--- src/rtl/param_shift_pipeline.sv ---
// Elastic DEPTH-stage pipeline applying a per-item step (pass/rotl/shr/inc) on entry to each stage.
// Optional PIPE_STATS_EN adds a saturating 16-bit output-transfer counter on port item_count.
module param_shift_pipeline #(
  parameter int WIDTH = 8,
  parameter int DEPTH = 4
) (
  input  logic             clk,
  input  logic             reset,
  input  logic             flush,
  input  logic             in_valid,
  output logic             in_ready,
  input  logic [WIDTH-1:0] data_in,
  input  logic [1:0]       mode,
  output logic             out_valid,
  input  logic             out_ready,
  output logic [WIDTH-1:0] data_out
`ifdef PIPE_STATS_EN
  ,
  output logic [15:0]      item_count
`endif
);

  function automatic logic [WIDTH-1:0] step(input logic [WIDTH-1:0] d, input logic [1:0] m);
    logic [WIDTH-1:0] r;
    case (m)
      2'b00:   r = d;
      2'b01:   r = {d[WIDTH-2:0], d[WIDTH-1]};
      2'b10:   r = {1'b0, d[WIDTH-1:1]};
      default: r = d + WIDTH'(1);
    endcase
    return r;
  endfunction

  logic [DEPTH-1:0] valid_q, valid_d;
  logic [WIDTH-1:0] data_q [DEPTH];
  logic [WIDTH-1:0] data_d [DEPTH];
  logic [1:0]       mode_q [DEPTH];
  logic [1:0]       mode_d [DEPTH];

  logic [DEPTH-1:0] adv;
  logic [DEPTH-1:0] load;
  logic [WIDTH-1:0] src_data [DEPTH];
  logic [1:0]       src_mode [DEPTH];

  // Walk from the output back to the input: a stage may move if the one after it is free.
  always_comb begin : stall_chain
    logic down_free;
    logic a;
    down_free = out_ready;
    a         = 1'b0;
    adv       = '0;
    for (int i = DEPTH - 1; i >= 0; i--) begin
      a         = valid_q[i] & down_free;
      adv[i]    = a;
      down_free = ~valid_q[i] | a;
    end
    in_ready = down_free | flush;
  end

  assign load[0]     = in_valid & in_ready & ~flush;
  assign src_data[0] = data_in;
  assign src_mode[0] = mode;

  genvar gi;
  generate
    for (gi = 1; gi < DEPTH; gi++) begin : g_link
      assign load[gi]     = adv[gi-1];
      assign src_data[gi] = data_q[gi-1];
      assign src_mode[gi] = mode_q[gi-1];
    end
  endgenerate

  always_comb begin
    for (int i = 0; i < DEPTH; i++) begin
      valid_d[i] = flush ? 1'b0 : (load[i] | (valid_q[i] & ~adv[i]));
      data_d[i]  = data_q[i];
      mode_d[i]  = mode_q[i];
      if (load[i]) begin
        data_d[i] = step(src_data[i], src_mode[i]);
        mode_d[i] = src_mode[i];
      end
    end
  end

  always_ff @(posedge clk or posedge reset) begin
    if (reset) begin
      valid_q <= '0;
      for (int i = 0; i < DEPTH; i++) begin
        data_q[i] <= '0;
        mode_q[i] <= '0;
      end
    end else begin
      valid_q <= valid_d;
      for (int i = 0; i < DEPTH; i++) begin
        data_q[i] <= data_d[i];
        mode_q[i] <= mode_d[i];
      end
    end
  end

  assign out_valid = valid_q[DEPTH-1];
  assign data_out  = data_q[DEPTH-1];

`ifdef PIPE_STATS_EN
  logic [15:0] count_q, count_d;

  // A flush wins over a same-cycle output transfer, so nothing is counted then.
  always_comb begin
    count_d = count_q;
    if (flush) begin
      count_d = '0;
    end else if (out_valid && out_ready && (count_q != 16'hFFFF)) begin
      count_d = count_q + 16'd1;
    end
  end

  always_ff @(posedge clk or posedge reset) begin
    if (reset) begin
      count_q <= '0;
    end else begin
      count_q <= count_d;
    end
  end

  assign item_count = count_q;
`endif

endmodule

--- config.mk ---
export PLATFORM = sky130hd
export DESIGN_NAME = param_shift_pipeline
export DESIGN_NICKNAME = d
export VERILOG_FILES = /design/src/rtl/param_shift_pipeline.sv
export SDC_FILE = /design/constraint.sdc
export NUM_CORES = 1
export LEC_CHECK = 0
export ABC_AREA = 1
export BUFFER_PORTS_ARGS = -buffer_cell sky130_fd_sc_hd__buf_2
export CAP_MARGIN = 10
export CORE_ASPECT_RATIO = 0.8
export CORE_UTILIZATION = 50
export DETAILED_ROUTE_END_ITERATION = 7
export PLACE_DENSITY = 0.67
export RECOVER_POWER = 100
export SYNTH_ARGS = -nofsm -noshare
export SYNTH_HDL_FRONTEND = slang
export SYNTH_SLANG_ARGS = --single-unit
--- constraint.sdc ---
create_clock -name clk -period 1.3 [get_ports clk]
set_input_delay 0.13 -clock clk [delete_from_list [all_inputs] [get_ports clk]]
set_output_delay 0.13 -clock clk [all_outputs]
set_load 0.005 [all_outputs]
Word level (Yosys, flattened, before mapping):

Index checks and enable logic that the tools add are counted.

* output and inout bits: 10
* input port bits: 15
* register bits: 42

* reduce and logical (&&, ||, !) cells: 4
* eq/ne operators: 8
* bitwise gates (word level): 28
* muxes and demuxes: 8
* add/sub/neg operators: 4

Operators by type and width (number)
* 8-bit one-hot mux with 3 select lines: 4
* 8-bit by 1-bit adder with 8-bit output (second input constant): 4
* 1-bit bitwise AND: 10
* 1-bit inverter: 9
* 1-bit bitwise OR: 9
* 2-bit by 1-bit == test with 1-bit output (second input constant): 4
* 2-bit == test (second input constant): 4
* 2-bit logical NOT: 4
* 1-bit two-way mux: 4

Logic depth before layout (Yosys ltp):

* word-level depth: 13
* gate-level depth with buffers: 8

Worst setup path after synthesis:

No wires, ideal clock.

* kind: flip-flop to flip-flop
* start point: reg data_q[8] (netlist bit)
* end point: reg data_q, in the netlist data_out[6]
* period minus slack after synthesis: 1.161 ns
* stages on the path, launching flop included: 8
* buffers on the path: 0
* data arrival time: 1.035 ns
* setup slack: 0.139 ns
* cell sequence: dfrtp_1 -> ha_1 -> nand2_1 -> inv_1 -> nand2_1 -> nor2_1 -> o21ai_0 -> a21oi_1

* cells in the longest elaborated chain, start to end: 2

RTL lines
* from (decl): RTL line 35 `logic [WIDTH-1:0] data_q [DEPTH];`
* from (signal, indexed assignment): RTL line 95 `data_q[i] <= data_d[i];`
* 8-bit by 1-bit adder with 8-bit output: RTL line 29 `default: r = d + WIDTH'(1);`
* 8-bit one-hot mux with 3 select lines: RTL line 25 `case (m)`

No other way between the ends.
A chain may end at the register's enable or synchronous reset.

Worst setup path after layout:

* start point: reg valid_q[3]
* end point: out in_ready

* cells in the longest elaborated chain, start to end: 9
* elaborated cells on any way between the ends: 10

RTL lines
* from (decl): RTL line 34 `logic [DEPTH-1:0] valid_q, valid_d;`
* from (signal assigned): RTL line 93 `valid_q <= valid_d;`
* 1-bit bitwise AND / 1-bit inverter (equally long branches): RTL line 53, 55
* 1-bit bitwise OR (*): RTL line 55 `down_free = ~valid_q[i] | a;`
* 1-bit bitwise AND (*): RTL line 53 `a = valid_q[i] & down_free;`
* 1-bit bitwise OR (*): RTL line 55
* 1-bit bitwise AND (*): RTL line 53
* 1-bit bitwise OR (*): RTL line 55
* 1-bit bitwise AND (*): RTL line 53
* 1-bit bitwise OR (*): RTL line 55
* 1-bit bitwise OR (*): RTL line 57 `in_ready = down_free | flush;`
* to (decl): RTL line 11 `output logic in_ready,`

Mark *: on every way between the ends. The rest lies on a longest branch, timed or not.

==> metrics <==
Flop pwr share between 40% and 50%; Max Cap Viol 0; Synth cell types 29; Worst Tran Pin Value 0.569 ns; setup tns final -0.310 ns; Bufs on Longest Clock Path 2; post-synthesis sequential area ratio around a third; CP Data Required Time 1.17 ns; maximum vdd drop about 0.85 mV; number of global-route vias before repair 2825; synth top area cells dfrtp_1, nand2_1, nor2_1, nand3_1, inv_1; I/O pin count 25; antenna violations before repair 0; fmax between 0.7 and 0.8 GHz; synthesized area about 3100 um2; Post-Route Skew approximately 0.0076 ns; wire length per cell between 10 and 15 um; total leakage power about 1.8 nW; FP Rows 25; Pwr per Cell Area around 1300 nW/um2; CP Max Fanout 2; setup violators final 7; worst min path class in -> reg; P_sw roughly 1.8 mW; filler cell count 563; Max Transition Viols Final 0; clk sinks 42; Post-Layout Inst Area between 3000 and 4000 um2; post-synthesis cell count approximately 480; Final GP Congestion 0.942; DRT Pass-1 Iters 4; nets@finish between 500 and 600; failing checks setup timing; grt total ovfl 0; Global Route Usage Sum between 20 and 25%; total core area ~6000 um2; WS Path Type reg -> out; crit start category register; post-synthesis area per instance about 6.4 um2; syn_nets just over 500; Placement Setup Slack -0.0149 ns; Cell Area, Placed around 3300 um2; clock-pin slew on the worst setup and hold paths roughly 0.080 ns; clock group share of total power 25.3%; fin worst setup slack -0.0891 ns; final hold vios 0; Arr. time, crit path 1.26 ns; Synth-to-Final Area Change 18.8%; Port Buf Inserts 24; Initial DRC Count around 220; initial core utilization between 50% and 60%; synthesized flop and latch total 42; Clock Tree Root clkbuf_8; first-pass GRT wire length 13000 um; Logic pwr share between 30 and 40%; Die Width roughly 90 um; Synth top area share 34.1%; ant diodes 0; CTS tree yes; CTS H-Tree Depth 2; vias 3081; Final period util 107%; Sw Ratio between 30% and 40%; DIE HEIGHT ~72 um; Worst slew margin 62.1%; P_int around 3.1 mW; clk_lat worst skew approximately 0.30 ns; largest net degree at the start of global routing between 40 and 50; Syn. warnings 0; post-detail-place hpwl around 5600 um; crit path time final 1.39 ns; status finished with violations; RSZ-0062 raised after global routing true; DRC 0; Via-to-Cell Ratio 5.10; layout cell share with drive strength beyond 1 22.2%; Total Wirelength roughly 7500 um; Yosys top cell by area dfrtp_1; DIE AREA roughly 6500 um2; Crit. End Element output pin; Detail Route Antenna Nets 0; cts bufs inserted 5
cell usage after synthesis, drive strengths merged:
master   number
nand2       169
nor2         72
inv          56
o21ai        43
dfrtp        42
nand3        42
a21oi        22
buf          12
nand4         6
o211ai        6
ha            4
clkbuf        2
nor3          2
xor2          2
clkinv        1
o2111ai       1
o21bai        1
or2           1
area by class of cell:
type / count / area [um2] / share of cell area (%)
Timing Repair Buffer: 44 / 298 / 8.14
Tap cell: 81 / 101 / 2.77
Timing Repair inverter: 1 / 6.26 / 0.171
Clock inverter: 3 / 68.8 / 1.88
Inverter: 57 / 224 / 6.12
Multi-Input combinational cell: 371 / 1830 / 49.9
Clock buffer: 5 / 68.8 / 1.88
Sequential cell: 42 / 1060 / 29.1
worst paths after layout:
path / startpoint / endpoint / slack (ns) / depth (start not counted)
setup / recovery: valid_q[3]$_DFF_PP0_ / in_ready / -0.09 / 5
min in group asynchronous: reset / data_out[1]$_DFFE_PP0P_ / 0.55 / 4
max in group asynchronous: reset / mode_q[2]$_DFFE_PP0P_ / 0.33 / 4
hold / removal: flush / valid_q[1]$_DFF_PP0_ / 0.06 / 2
hold reg to reg: data_out[1]$_DFFE_PP0P_ / data_out[1]$_DFFE_PP0P_ / 0.48 / 2
setup reg to reg: valid_q[3]$_DFF_PP0_ / data_q[23]$_DFFE_PP0P_ / -0.05 / 7
layer usage:
| layer | part of all wire (%) | wire, um | global-route usage, % | vias up |
|---|---|---|---|---|
| met5 | 0 | 0 | 0 | - |
| met4 | 0.64 | 48 | 4.92 | 0 |
| met3 | 5.3 | 395 | 3.56 | 4 |
| met2 | 43 | 3200 | 38.2 | 80 |
| met1 | 51 | 3830 | 36.9 | 1386 |
| li1 | - | - | - | 1611 |
sequential cells by signal, indices dropped and copies added (netlist names):
name	cells
data_q	24
data_out	8
mode_q	6
valid_q	4
cell families (layout without fill, tap and decap cells):
kind of cell | count (synthesis) | count (layout) | synth area share (%)
DFF | 42 | 42 | 34.1
AOI/OAI and AO/OA | 73 | 73 | 13.0
adders and majority gates | 4 | 4 | 1.63
xor gates and xnor gates | 2 | 2 | 0.569
buffers and inverters | 71 | 110 | 10.3
and+or+nand+nor | 292 | 292 | 40.3
cells in the final DEF, fill, tap and decap left out, types with 3 or more instances in the layout:
cell / instances
o211ai_1: 6
nor2_1: 58
o21ai_0: 28
inv_2: 12
inv_1: 41
nand3_1: 40
o21ai_2: 6
dfrtp_2: 10
buf_6: 4
clkbuf_8: 5
dfrtp_1: 32
inv_4: 3
a21oi_2: 5
nand4_1: 5
a21oi_1: 17
buf_4: 14
nor2_2: 3
buf_2: 23
nor2_4: 11
nand2_2: 4
nand2_1: 161
nand2_4: 4
o21ai_1: 9
power by group through the flow:
stage	Clock [mW]	Combinational (mW)	Sequential (mW)
6_report	1.24	1.68	1.98
3_5_place_dp	0	1.55	1.98
2_1_floorplan	0	1.18	1.90
5_1_grt	1.31	1.91	2.04
4_1_cts	1.26	1.57	1.96
3_3_place_gp	0	1.54	1.97
metrics by stage:
stage          hold slack (ns)  cells  total power, mW  util (%)
2_1_floorplan            0.193    484             3.08         -
3_3_place_gp             0.208    588             3.51      55.9
3_5_place_dp             0.208    588             3.53      55.9
4_1_cts                 0.0496    600             4.79      59.3
5_1_grt                 0.0714    604             5.27      61.9
6_report                0.0596    604             4.91      61.9
what timing repair did:
item                                   4_1_cts  5_1_grt
cloned                                       0        1
setup endpoints to repair                    2       31
pin swaps                                    1       12
endpoints found under the hold margin       42        0
setup buffers                                3        4
hold buffers                                 1        0
gates resized for setup                      7       58
critical path, stage by stage, from the launching register on:
cell and delay (ns):
dfrtp_1 0.38, inv_2 0.05, nor2_4 0.11, nand4_4 0.08, or2_4 0.24, buf_6 0.11
(Power assumes the default switching activity.)
